<file path="config.mk">
export PLATFORM = sky130hd
export DESIGN_NAME = uncache_ctrl
export DESIGN_NICKNAME = d
export VERILOG_FILES = /design/src/rtl/uncache_ctrl.sv
export SDC_FILE = /design/constraint.sdc
export NUM_CORES = 1
export LEC_CHECK = 0
export ABC_AREA = 1
export BUFFER_PORTS_ARGS = -buffer_cell sky130_fd_sc_hd__buf_2
export CELL_PAD_IN_SITES_DETAIL_PLACEMENT = 0
export CELL_PAD_IN_SITES_GLOBAL_PLACEMENT = 1
export CORE_ASPECT_RATIO = 0.7
export CORE_MARGIN = 2
export CORE_UTILIZATION = 27
export DETAILED_ROUTE_END_ITERATION = 16
export GPL_ROUTABILITY_DRIVEN = 0
export PLACE_DENSITY_LB_ADDON = 0.15
export RECOVER_POWER = 25
export SYNTH_ARGS = -nofsm -noshare
export SYNTH_HDL_FRONTEND = slang
export SYNTH_SLANG_ARGS = --single-unit
</file>
<file path="constraint.sdc">
create_clock -name clk -period 1.1 [get_ports clk]
set_input_delay 0.11 -clock clk [delete_from_list [all_inputs] [get_ports clk]]
set_output_delay 0.11 -clock clk [all_outputs]
set_load 0.01 [all_outputs]
</file>
<file path="src/rtl/uncache_ctrl.sv">
// -----------------------------------------------------------------------------
// uncache_ctrl
//
// Sequencer for uncached data-side accesses. Sits between the pipeline's
// SRAM-like data port and the AXI bridge. Each uncached request becomes one
// single-beat AXI read or write. The pipeline is stalled until that transfer
// completes. The block also drives the refresh/hit/cached controls of the
// external holding register that presents uncached read data to the pipeline.
//
// Ports
//   clk, rst                  clock and synchronous active-high reset
//   req, wr, cached           pipeline request valid, store/load, cacheable
//   addr, size, wstrb, wdata  request fields, latched when the request is accepted
//   stall                     pipeline hold
//   rd_req/rd_addr/rd_size    read request to the bridge
//   rd_rdy                    bridge accepted the read request
//   ret_valid                 read data beat valid (data goes to the holding reg)
//   wr_req/wr_addr/wr_size/wr_strb/wr_data   write request to the bridge
//   wr_rdy, wr_resp           bridge accepted the write / write response seen
//   refresh                   load pulse for the holding register
//   data_hit, data_cached     holding register hit / cached flags
// -----------------------------------------------------------------------------
module uncache_ctrl (
    input  logic        clk,
    input  logic        rst,
    input  logic        req,
    input  logic        wr,
    input  logic        cached,
    input  logic [31:0] addr,
    input  logic [1:0]  size,
    input  logic [3:0]  wstrb,
    input  logic [31:0] wdata,
    output logic        stall,
    output logic        rd_req,
    output logic [31:0] rd_addr,
    output logic [1:0]  rd_size,
    input  logic        rd_rdy,
    input  logic        ret_valid,
    output logic        wr_req,
    output logic [31:0] wr_addr,
    output logic [1:0]  wr_size,
    output logic [3:0]  wr_strb,
    output logic [31:0] wr_data,
    input  logic        wr_rdy,
    input  logic        wr_resp,
    output logic        refresh,
    output logic        data_hit,
    output logic        data_cached
);

    typedef enum logic [2:0] {
        S_IDLE    = 3'd0,
        S_RD_REQ  = 3'd1,
        S_RD_WAIT = 3'd2,
        S_WR_REQ  = 3'd3,
        S_WR_WAIT = 3'd4,
        S_DONE    = 3'd5
    } state_t;

    state_t      state_q, state_d;
    logic [31:0] addr_q,  addr_d;
    logic [1:0]  size_q,  size_d;
    logic [3:0]  wstrb_q, wstrb_d;
    logic [31:0] wdata_q, wdata_d;
    // Latched operation: 1 = write. This lets DONE tell a read completion
    // from a write completion.
    logic        op_wr_q, op_wr_d;

    logic        new_req_s;

    assign new_req_s = req & ~cached;

    // Next-state and request-field latching.
    always_comb begin
        state_d = state_q;
        addr_d  = addr_q;
        size_d  = size_q;
        wstrb_d = wstrb_q;
        wdata_d = wdata_q;
        op_wr_d = op_wr_q;
        case (state_q)
            S_IDLE: begin
                if (new_req_s) begin
                    addr_d  = addr;
                    size_d  = size;
                    wstrb_d = wstrb;
                    wdata_d = wdata;
                    op_wr_d = wr;
                    state_d = wr ? S_WR_REQ : S_RD_REQ;
                end else begin
                    state_d = S_IDLE;
                end
            end
            S_RD_REQ: begin
                if (rd_rdy) begin
                    state_d = S_RD_WAIT;
                end else begin
                    state_d = S_RD_REQ;
                end
            end
            S_RD_WAIT: begin
                if (ret_valid) begin
                    state_d = S_DONE;
                end else begin
                    state_d = S_RD_WAIT;
                end
            end
            S_WR_REQ: begin
                if (wr_rdy) begin
                    state_d = S_WR_WAIT;
                end else begin
                    state_d = S_WR_REQ;
                end
            end
            S_WR_WAIT: begin
                if (wr_resp) begin
                    state_d = S_DONE;
                end else begin
                    state_d = S_WR_WAIT;
                end
            end
            // req in DONE is still the completing request, so return to
            // IDLE unconditionally and never restart from here.
            S_DONE:  state_d = S_IDLE;
            default: state_d = S_IDLE;
        endcase
    end

    // State and latched-field registers with synchronous reset.
    always_ff @(posedge clk) begin
        if (rst) begin
            state_q <= S_IDLE;
            addr_q  <= 32'h0000_0000;
            size_q  <= 2'd0;
            wstrb_q <= 4'h0;
            wdata_q <= 32'h0000_0000;
            op_wr_q <= 1'b0;
        end else begin
            state_q <= state_d;
            addr_q  <= addr_d;
            size_q  <= size_d;
            wstrb_q <= wstrb_d;
            wdata_q <= wdata_d;
            op_wr_q <= op_wr_d;
        end
    end

    // Output decode. The request strobes and hit flags are functions of the
    // registered state. stall and refresh also need same-cycle inputs: the
    // pipeline must hold in the accepting IDLE cycle, and the holding
    // register loads in the cycle the beat arrives.
    always_comb begin
        stall       = 1'b0;
        rd_req      = 1'b0;
        wr_req      = 1'b0;
        refresh     = 1'b0;
        data_hit    = 1'b0;
        data_cached = 1'b1;
        case (state_q)
            S_IDLE:    stall = new_req_s;
            S_RD_REQ: begin
                stall  = 1'b1;
                rd_req = 1'b1;
            end
            S_RD_WAIT: begin
                stall   = 1'b1;
                refresh = ret_valid;
            end
            S_WR_REQ: begin
                stall  = 1'b1;
                wr_req = 1'b1;
            end
            S_WR_WAIT: stall = 1'b1;
            S_DONE: begin
                data_hit    = ~op_wr_q;
                data_cached = op_wr_q;
            end
            default: stall = 1'b0;
        endcase
    end

    assign rd_addr = addr_q;
    assign rd_size = size_q;
    assign wr_addr = addr_q;
    assign wr_size = size_q;
    assign wr_strb = wstrb_q;
    assign wr_data = wdata_q;

endmodule

</file>
; ---- Yosys cells after proc, flatten, opt, wreduce, memory -nomap -nowiden
; Index checks and enable logic that the tools add are counted.
[op_classes]
add_sub_neg = 0
mul = 0
n_div = 0
magnitude_cmp = 0
eq_ne = 5
n_shift = 0
muxes = 13
n_bitwise = 3
n_reduce_logical = 3
[op_table]
columns = cell, n
row1 = $pmux 3 s5, 1
row2 = $eq 3x2->1 const B, 2
row3 = $eq 3x3->1 const B, 2
row4 = $mux 1, 6
row5 = $mux 2, 3
row6 = $mux 3, 2
row7 = $reduce_or 4->1, 1
row8 = $eq 3x1->1 const B, 1
row9 = $logic_not 3->1, 1
row10 = $not 1->1, 2
row11 = $pmux 1 s2, 1
row12 = $reduce_and 2->1, 1
row13 = $and 1x1->1, 1
[word_totals]
ff_bits = 74
latch_bits = 0
ramBits = 0
mem_bits_ro = 0
input_bits = 79
elab_cells = 30
n_memories = 0

; ---- Longest topological paths before layout
; Gate-level depths: netlist (run 1).
[depth]
word_depth = 4
ltp_mapped = 7

; ---- Least setup slack after synthesis (run 1)
; Ideal clock, no wire load.
[synth_timing]
path_type = reg-to-reg
startpoint = register state_q[1]
endpoint = register addr_q[10] (netlist: rd_addr[10])
setup_time_ns = 0.140
t_arrival_ns = 1.014
required_time_ns = 0.960
slack_ns = -0.054
stages_incl_launch_ff = 7
period_less_slack_ns = 1.154
cell_sequence = dfxtp_1 > nor2_4 > nand3_2 > buf_6 > buf_6 > nand2_2 > a21oi_2
[synth_via]
elab_chain_len = 2
[synth_rtl]
columns = item, line_no
row1 = start: declaration, 60  ; state_t state_q, state_d;
row2 = start signal: assignment, 139  ; state_q <= state_d;
row3 = $logic_not 3->1, 81  ; case (state_q)
row4 = $reduce_and 2->1 (no line), n/a
row5 = end signal: assignment, 140  ; addr_q <= addr_d;
row6 = end: declaration, 61  ; logic [31:0] addr_q, addr_d;
; Every way passes these cells.
; A chain may end at the register's enable or synchronous reset.

; ---- Final worst setup path (run 1)
[layout_timing]
startpoint = register state_q[0]
endpoint = register addr_q[29] (netlist: rd_addr[29])
; Same word-level chain as after synthesis.

==> results_dict.tcl, run 1 <==
set metrics [dict create \
    status "finished, violations left" \
    violations "negative setup slack" \
    r2r-start "state_q[0]$_SDFF_PP0_" \
    synth_cells 385 \
    grt_use_total_pct 15.0 \
    slew_violations 0 \
    netlist-cell-type-count 18 \
    clock.fmax_ghz 0.758 \
    finClkSkew_ps 5.18 \
    placementRows 32 \
    wl_per_cell_um 14.2 \
    cpPeakStageDelay_ps 330 \
    finalCritPeriodShare_pct 120 \
    synth_area_leaders "dfxtp_1 (47%), nand2_1 (14%), a21oi_2 (8.3%), buf_4 (8.1%), a21oi_1 (6.5%)" \
    dpl.hpwl_mm 6.21 \
    synth_top_family_by_area "simple AND/OR/NAND/NOR gates" \
    synth_compound_area_share_pct 15.0 \
    ios 189 \
    path_max_fanout 8 \
    path_clk_slew_ps 60 \
    synth_xor_xnor_area_share_pct 0 \
    synthTopCellsByCount "nand2_1 (118), dfxtp_1 (74), a21oi_1 (41)" \
    dominantRegCellSynth "dfxtp_1" \
    ant_nets 0 \
    cts_buffer_depth 2 \
    powerDensity_nw_per_um2 1490 \
    hold_viol_final 0 \
    synth_fa_ha_area_share_pct 0 \
    drt-initial-drc-count 117 \
    min_from "wdata[15]" \
    htree_levels 3 \
    cts_buffers 9 \
    antenna_found_initial 0 \
    setup_violations 79 \
    drive_gt1_share_pct 62.0 \
    die_x_um 133 \
    ys_seq_area_share_pct 47.0 \
    min_to "wr_data[15]$_SDFFE_PP0P_" \
    yosysTopAreaCell "dfxtp_1" \
    cts.sink_count 74 \
    core_sq_um 11200 \
    fill_cells 1165 \
    ys_ff_latch 74 \
    routed_wl_mm 10.2 \
    arrival_ps 1530 \
    hold_slack_ps 23.5 \
    synth_top_area_share_pct 47.0 \
    grt_pass1_vias 2981 \
    synth_edf_count 0 \
    io_buffer_count 188 \
    grt_pass1_wl_mm 14.7 \
    async_flop_share_pct 0 \
    cts_tree "done" \
    route.vias.total 3108 \
    leakage_nw 2.32 \
    clock_latency_ps 330 \
    rr_worst_depth 7 \
    period_needed_ps 1320 \
    viasPerCell 4.31 \
    rr_endpoint "rd_addr[29]$_SDFFE_PP0P_" \
    clockRootBuffer "clkbuf_16" \
    setup.worst_path.class "reg2reg" \
    crit_path_end_kind "register" \
    power.total_w 0.00758 \
    yosysMostFrequentCell "nand2_1" \
    path_cells "nor2_4 > buf_6 > nand3_4 > buf_8 > clkbuf_16 > nand2_2 > a21oi_2" \
    max_slew.worst_pin.slew_ps 288 \
    area_growth_pct 60.8 \
    grt_overflow 0 \
    cp_slowest_cell "dfxtp_2" \
    synth_area_per_cell_sq_um 8.19 \
    syn-num-nets 464 \
    startpoint_type "register" \
    yosys.area_share.simple_pct 23.5 \
    antenna_cells 0 \
    required_ps 1310 \
    layout_setup_ws_ps -219 \
    grt_setup_unrepaired "true" \
    synthMuxAreaShare_pct 0 \
    grt_max_degree 43 \
    reg2reg_slack_ps -220 \
    post-route-drc-count 0 \
    ys_warn_count 0 \
    fp.dieArea_sq_um 12600 \
    maxCapViolCount 0 \
    slew_headroom_pct 80.8 \
    hold_path_depth 3 \
    die_height_um 94.4 \
    drtPass1Iterations 4 \
    vdd_drop_max_mv 0.801 \
    hp-class "in2reg" \
    start_util_pct 28.1 \
    hold_buffers 0 \
    syn_area_sq_um 3150 \
    nNetsFinal 642 \
]
-- cell type report --
cell class | count | area, sq um | area share [%]
well taps | 153 | 191 | 3.77
repair buffers | 224 | 1500 | 29.5
clock buffers | 14 | 264 | 5.20
flip-flops and latches | 74 | 1490 | 29.3
multi-input cells | 242 | 1540 | 30.4
clock inverters | 2 | 35.0 | 0.691
inverters | 12 | 62.6 | 1.23
-- power by group --
group / total, W / internal [W] / leakage [nW] / switching (W)
clock network: 0.00295 / 0.00188 / 0.147 / 0.00107
registers: 0.00298 / 0.00285 / 0.605 / 0.000130
logic: 0.00165 / 0.000793 / 1.56 / 0.000860
total: 0.00758 / 0.00552 / 2.32 / 0.00206
-- critical path, delay by kind of cell, from the launching register on --
kind	cells	cell delay [ps]
flip-flops	1	330
buffers and inverters	3	470
AND/OR/NAND/NOR	3	330
AO/OA/AOI/OAI	1	50
-- what timing repair did --
action | 4_1_cts | 5_1_grt
pin swaps | 5 | 9
resized for setup | 59 | 75
setup buffers | 14 | 2
setup endpoints to repair | 77 | 79
cloned | 5 | 6
-- per-stage QoR --
stage	cells	utilization [%]	setup slack (ps)	setup TNS, ps	cell area [sq um]
2_1_floorplan	385	-	12.9	0	3160
3_3_place_gp	683	36.1	-100	-5420	4050
3_5_place_dp	683	36.1	-114	-5780	4050
4_1_cts	717	42.7	-223	-13220	4790
5_1_grt	721	45.3	-292	-19330	5070
6_report	721	45.3	-219	-13720	5070
-- routing by layer --
layer / wire length [um] / GRT usage, %
met5: 0 / 0
met1: 4780 / 19.1
met3: 887 / 6.82
met4: 76 / 3.72
met2: 4470 / 23.1
-- worst max-delay path by stage --
stage                          start                       end  slack, ps  depth (start not counted)
6_report       state_q[0]$_SDFF_PP0_  rd_addr[29]$_SDFFE_PP0P_       -220                          7
5_1_grt        state_q[0]$_SDFF_PP0_                     stall       -290                          6
4_1_cts        state_q[0]$_SDFF_PP0_                  data_hit       -220                          6
3_5_place_dp   state_q[0]$_SDFF_PP0_  rd_addr[12]$_SDFFE_PP0P_       -110                          6
3_3_place_gp   state_q[0]$_SDFF_PP0_  rd_addr[17]$_SDFFE_PP0P_       -100                          6
2_1_floorplan  state_q[0]$_SDFF_PP0_  rd_addr[10]$_SDFFE_PP0P_         10                          6
-- flip-flops by register name, summed over array words and instances (netlist names) --
| register | flops |
|---|---|
| op_wr_q | 1 |
| rd_addr | 32 |
| rd_size | 2 |
| state_q | 3 |
| wr_data | 32 |
| wr_strb | 4 |
-- cell usage in the layout (no fill, tap or decap) --
cell type  count
nand4_1        3
inv_1          8
clkbuf_16     14
bufinv_16      1
nand2_2       56
nor3_2         1
inv_2          2
buf_8          1
nor2_1         7
a21oi_1       21
inv_6          1
a21oi_2       50
nor2_4         3
dfxtp_2        3
clkbuf_1      29
clkbuf_8       2
clkinv_8       1
buf_12        10
nand3_1        4
buf_16         3
dfxtp_1       71
nand2_1       72
nor2_2         3
nand3_4        1
clkinv_2       1
buf_2        161
buf_4          9
buf_6          9
nand2_4       20
a31oi_1        1
-- cell families (layout without fill, tap and decap cells) --
group	count (synthesis)	after routing
compound gates	72	72
flops	74	74
simple gates	170	170
buf+inv	69	252
Note: power is estimated with default switching activity, not from simulation.
==> run 2: changes to the inputs <==
--- a/config.mk
+++ b/config.mk
@@ -15,7 +15,6 @@
 export DETAILED_ROUTE_END_ITERATION = 16
 export GPL_ROUTABILITY_DRIVEN = 0
 export PLACE_DENSITY_LB_ADDON = 0.15
-export RECOVER_POWER = 25
 export SYNTH_ARGS = -nofsm -noshare
 export SYNTH_HDL_FRONTEND = slang
 export SYNTH_SLANG_ARGS = --single-unit
==> run 2 against run 1 <==
Core utilization is 0.29 points higher; register-to-register slack hardly changed; clock-buffer cell count stayed put; final cell count stayed put; combinational power hardly changed; clock power hardly changed; maximum frequency is 0.23% lower; the run still ends with negative setup slack left; worst hold slack worse by 1.6 ps; largest power group unchanged.
==> results_dict.tcl, run 2 (synthesis results as in run 1) <==
set metrics [dict create \
    status "finished, violations left" \
    violations "negative setup slack" \
    pwr-share-comb_pct 21.9 \
    slew_headroom_pct 80.7 \
    core_sq_um 11200 \
    startpoint_type "register" \
    arrival_ps 1530 \
    post-route-drc-count 0 \
    mostFrequentLayoutCells "buf_2 (187), nand2_1 (72), dfxtp_1 (71), nand2_2 (56), a21oi_2 (50)" \
    grt_use_total_pct 15.0 \
    hold_path_depth 3 \
    switchingPower_w 0.00207 \
    leakage_nw 2.42 \
    reg2reg_slack_ps -220 \
    min_from "wdata[15]" \
    path_max_fanout 8 \
    route.vias.total 3106 \
    hold_buffers 0 \
    start_util_pct 28.1 \
    grt_pass1_wl_mm 14.7 \
    hold_viol_final 0 \
    fill_cells 1146 \
    r2r-start "state_q[0]$_SDFF_PP0_" \
    clockRootBuffer "clkbuf_16" \
    cts.sink_count 74 \
    required_ps 1310 \
    vdd_drop_max_mv 0.802 \
    grt_overflow 0 \
    clock_latency_ps 330 \
    grt_setup_unrepaired "true" \
    setup.worst_path.class "reg2reg" \
    slew_violations 0 \
    finClkSkew_ps 4.91 \
    setup_violations 79 \
    hp-class "in2reg" \
    htree_levels 3 \
    hold_slack_ps 21.9 \
    utilization_pct 45.5 \
    swShare_pct 27.2 \
    nNetsFinal 642 \
    cts_buffer_depth 2 \
    drtPass1Iterations 4 \
    powerDensity_nw_per_um2 1490 \
    antenna_found_initial 0 \
    die_x_um 133 \
    period_needed_ps 1320 \
    grt_max_degree 43 \
    io_buffer_count 188 \
    drive_gt1_share_pct 66.5 \
    finalCritPeriodShare_pct 120 \
    ant_nets 0 \
    viasPerCell 4.31 \
    max_slew.worst_pin.slew_ps 290 \
    routed_wl_mm 10.2 \
    seqPwrFrac_pct 39.1 \
    rr_worst_depth 7 \
    min_to "wr_data[15]$_SDFFE_PP0P_" \
    area_growth_pct 61.9 \
    power.total_w 0.00761 \
    clock.fmax_ghz 0.756 \
    ios 189 \
    cts_tree "done" \
    antenna_cells 0 \
    final_common_cell "buf_2" \
    rr_endpoint "rd_addr[29]$_SDFFE_PP0P_" \
    p_int_w 0.00554 \
    wl_per_cell_um 14.2 \
    placementRows 32 \
    grt_pass1_vias 2981 \
    crit_path_end_kind "register" \
    dpl.hpwl_mm 6.21 \
    maxCapViolCount 0 \
    clockPowerShare_pct 38.9 \
    path_clk_slew_ps 60 \
    cts_buffers 9 \
    die_height_um 94.4 \
    fp.dieArea_sq_um 12600 \
    drt-initial-drc-count 118 \
    layout_setup_ws_ps -222 \
]
## run 2: cell count changes in the layout (fill, tap and decap cells not counted), sizes merged
cell / previous run / this run
clkbuf: 45 / 19
buf: 193 / 219
## run 2: layer usage
metal,part of all wire [%],track usage [%],vias to the layer above
li1,-,-,1543
met1,47,19.1,1442
met2,44,23.1,114
met3,8.7,6.82,7
met4,0.74,3.72,0
met5,0,0,-
## run 2: area by class of cell
class	count	area, sq um	area share [%]
Clock buffer	14	264	5.17
Clock inverter	2	35.0	0.686
Inverter	12	62.6	1.23
Multi-Input combinational cell	242	1540	30.2
Sequential cell	74	1490	29.1
Tap cell	153	191	3.75
Timing Repair Buffer	224	1530	29.9
## run 2: worst max-delay path, stage by stage, from the launching register on
cell       delay [ps]
dfxtp_2           330
nor2_4            130
buf_6             110
nand3_4           130
buf_8             180
clkbuf_16         180
nand2_2            70
a21oi_2            50
## run 2: power by group through the flow
stage | clock, W | sequential [W] | combinational [W]
after floorplan | 0 | 0.00309 | 0.000674
after global placement | 0 | 0.00301 | 0.00118
after detailed placement | 0 | 0.00302 | 0.00118
after CTS | 0.00305 | 0.00296 | 0.00150
after global routing | 0.00316 | 0.00300 | 0.00181
final | 0.00296 | 0.00298 | 0.00167
## run 2: what timing repair did
action	in CTS	in global routing
pin swaps	5	9
setup endpoints to repair	77	79
buffers inserted	14	2
hold endpoints to repair	0	0
gates cloned	5	6
gates resized for setup	59	75
## run 2: worst max path at each step
stage	startpoint	endpoint	slack, ps	cells past startpoint
2_1_floorplan	state_q[0]$_SDFF_PP0_	rd_addr[10]$_SDFFE_PP0P_	10	6
3_3_place_gp	state_q[0]$_SDFF_PP0_	rd_addr[17]$_SDFFE_PP0P_	-100	6
3_5_place_dp	state_q[0]$_SDFF_PP0_	rd_addr[12]$_SDFFE_PP0P_	-110	6
4_1_cts	state_q[0]$_SDFF_PP0_	data_hit	-220	6
5_1_grt	state_q[0]$_SDFF_PP0_	stall	-290	6
6_report	state_q[0]$_SDFF_PP0_	rd_addr[29]$_SDFFE_PP0P_	-220	7
## run 2: metrics by stage
step           cells  cell area [sq um]  worst slack (ps)  setup TNS, ps
2_1_floorplan    385               3160              12.9              0
3_3_place_gp     683               4050              -100          -5420
3_5_place_dp     683               4050              -114          -5780
4_1_cts          717               4790              -223         -13220
5_1_grt          721               5110              -292         -19330
6_report         721               5110              -222         -13780
==> run 3: changes to the inputs <==
--- a/config.mk
+++ b/config.mk
@@ -11,7 +11,8 @@
 export CELL_PAD_IN_SITES_GLOBAL_PLACEMENT = 1
 export CORE_ASPECT_RATIO = 0.7
 export CORE_MARGIN = 2
-export CORE_UTILIZATION = 27
+export CORE_UTILIZATION = 28
+export CTS_BUF_LIST = sky130_fd_sc_hd__clkbuf_8
 export DETAILED_ROUTE_END_ITERATION = 16
 export GPL_ROUTABILITY_DRIVEN = 0
 export PLACE_DENSITY_LB_ADDON = 0.15
==> run 3 against run 2 <==
The run still ends with negative setup slack left; maximum frequency decreased by 3.0%; die area decreased by 3.4%; first-iteration DRC count decreased by 59%; global-route usage increased by 3.2 points; critical path depth decreased by 1; clock skew increased by 1.0 ps; clock-buffer cell count decreased by 4; core utilization increased by 12 points; wire length increased by 11%; critical endpoint is now data_hit; largest cell class is now buffers.
==> results_dict.tcl, run 3 (synthesis results as in run 1) <==
set metrics [dict create \
    clock.fmax_ghz 0.734 \
    drive_gt1_share_pct 71.3 \
    path_max_fanout 4 \
    slew_headroom_pct 73.8 \
    placementRows 32 \
    area_growth_pct 101 \
    route.vias.total 3414 \
    cp_top_family "flip-flops" \
    clock_latency_ps 350 \
    slew_violations 0 \
    grt_max_degree 51 \
    nNetsFinal 714 \
    crit_path_end_kind "primary output" \
    arrival_ps 1250 \
    grt_setup_unrepaired "true" \
    hold_slack_ps 12.4 \
    utilization_pct 57.7 \
    antenna_cells 0 \
    wl_per_cell_um 14.3 \
    cp_slowest_cell "dfxtp_2" \
    finClkSkew_ps 5.92 \
    post-route-drc-count 0 \
    status "finished, violations left" \
    vdd_drop_max_mv 0.863 \
    cts_buffer_depth 2 \
    maxCapViolCount 0 \
    mostFrequentLayoutCells "buf_2 (186), dfxtp_1 (71), a21oi_2 (68), nand2_4 (66), dlygate4sd3_1 (62)" \
    routed_wl_mm 11.4 \
    core_sq_um 11000 \
    fp.dieArea_sq_um 12100 \
    grt_pass1_vias 3403 \
    finalCritPeriodShare_pct 124 \
    setup.worst_path.class "reg2out" \
    start_util_pct 28.6 \
    die_x_um 131 \
    required_ps 990 \
    htree_levels 3 \
    io_buffer_count 188 \
    max_slew.worst_pin.slew_ps 393 \
    setup_tns_ps -14160 \
    die_height_um 92.8 \
    startpoint_type "register" \
    grt_overflow 0 \
    leakage_nw 3.11 \
    cts.sink_count 74 \
    layout_setup_ws_ps -263 \
    period_needed_ps 1360 \
    dpl.hpwl_mm 6.23 \
    clockRootBuffer "clkbuf_8" \
    antenna_found_initial 0 \
    ios 189 \
    fill_cells 969 \
    power.total_w 0.00761 \
    cpPeakStageDelay_ps 360 \
    fin_cells 793 \
    ant_nets 0 \
    grt_use_total_pct 18.1 \
    dp.cells 684 \
    powerDensity_nw_per_um2 1200 \
    final_common_cell "buf_2" \
    drtPass1Iterations 4 \
    setup_violations 80 \
    path_clk_slew_ps 80 \
    violations "negative setup slack" \
    grt_pass1_wl_mm 16.9 \
    hold_viol_final 0 \
    cts_tree "done" \
    path_cells "buf_6 > inv_4 > nor2_4 > nand2_2 > inv_1 > buf_2" \
    viasPerCell 4.31 \
    worst-path-buf-inv 4 \
    cts_buffers 9 \
    drt-initial-drc-count 48 \
    hp-class "in2reg" \
]
-- run 3: changes by cell type in the layout (fill, tap and decap cells not counted), moves of 4 or more --
cell | before | now
a21oi_1 | 21 | 3
a21oi_2 | 50 | 68
buf_12 | 10 | 20
buf_16 | 3 | 9
buf_4 | 9 | 5
clkbuf_16 | 14 | 0
clkbuf_8 | 2 | 10
dlygate4sd3_1 | 0 | 62
nand2_1 | 72 | 26
nand2_4 | 20 | 66
-- run 3: layout make-up --
type                       instances  area (sq um)  share of cell area [%]
inverter                          12          73.8                    1.16
timing repair buffer             296          2410                    37.9
clock inverter                     6          81.3                    1.28
tap                              153           191                    3.01
clock buffer                      10           138                    2.17
sequential                        74          1490                    23.4
multi-input combinational        242          1970                    31.1
-- run 3: worst paths after layout --
path / from / to / slack, ps / depth (start not counted)
max: state_q[0]$_SDFF_PP0_ / data_hit / -260 / 6
min: wdata[1] / wr_data[1]$_SDFFE_PP0P_ / 10 / 3
max reg2reg: state_q[0]$_SDFF_PP0_ / wr_data[27]$_SDFFE_PP0P_ / -240 / 8
min reg2reg: wr_data[28]$_SDFFE_PP0P_ / wr_data[28]$_SDFFE_PP0P_ / 460 / 2
-- run 3: report_power, final --
| part | switching (W) | leakage (nW) | internal (W) |
|---|---|---|---|
| sequential | 0.000135 | 0.605 | 0.00284 |
| combinational | 0.00109 | 2.39 | 0.00118 |
| clock | 0.00104 | 0.113 | 0.00132 |
| total | 0.00226 | 3.11 | 0.00535 |
-- run 3: timing repair --
action	4_1_cts	5_1_grt
gates cloned	16	0
setup buffers	22	3
hold buffers	53	9
setup endpoints to repair	77	80
resized for setup	141	140
endpoints found under the hold margin	53	9
pin swaps	22	46
-- run 3: tightest hold or removal path: cells and delay by family --
kind	cells	cell delay, ps
AOI/OAI and AO/OA	1	40
buffers and inverters	1	110
and+or+nand+nor	1	60
-- run 3: per-layer routing --
metal  routed length, um  GRT usage, %
met1                5050          22.9
met2                5550          30.3
met3                 622          5.43
met4                 148          4.43
met5                   0             0
-- run 3: metrics by stage --
stage          area (sq um)  worst slack, ps
4_1_cts                5940             -273
6_report               6350             -263
5_1_grt                6350             -344
2_1_floorplan          3160             12.9
3_3_place_gp           4050             -117
3_5_place_dp           4050             -129
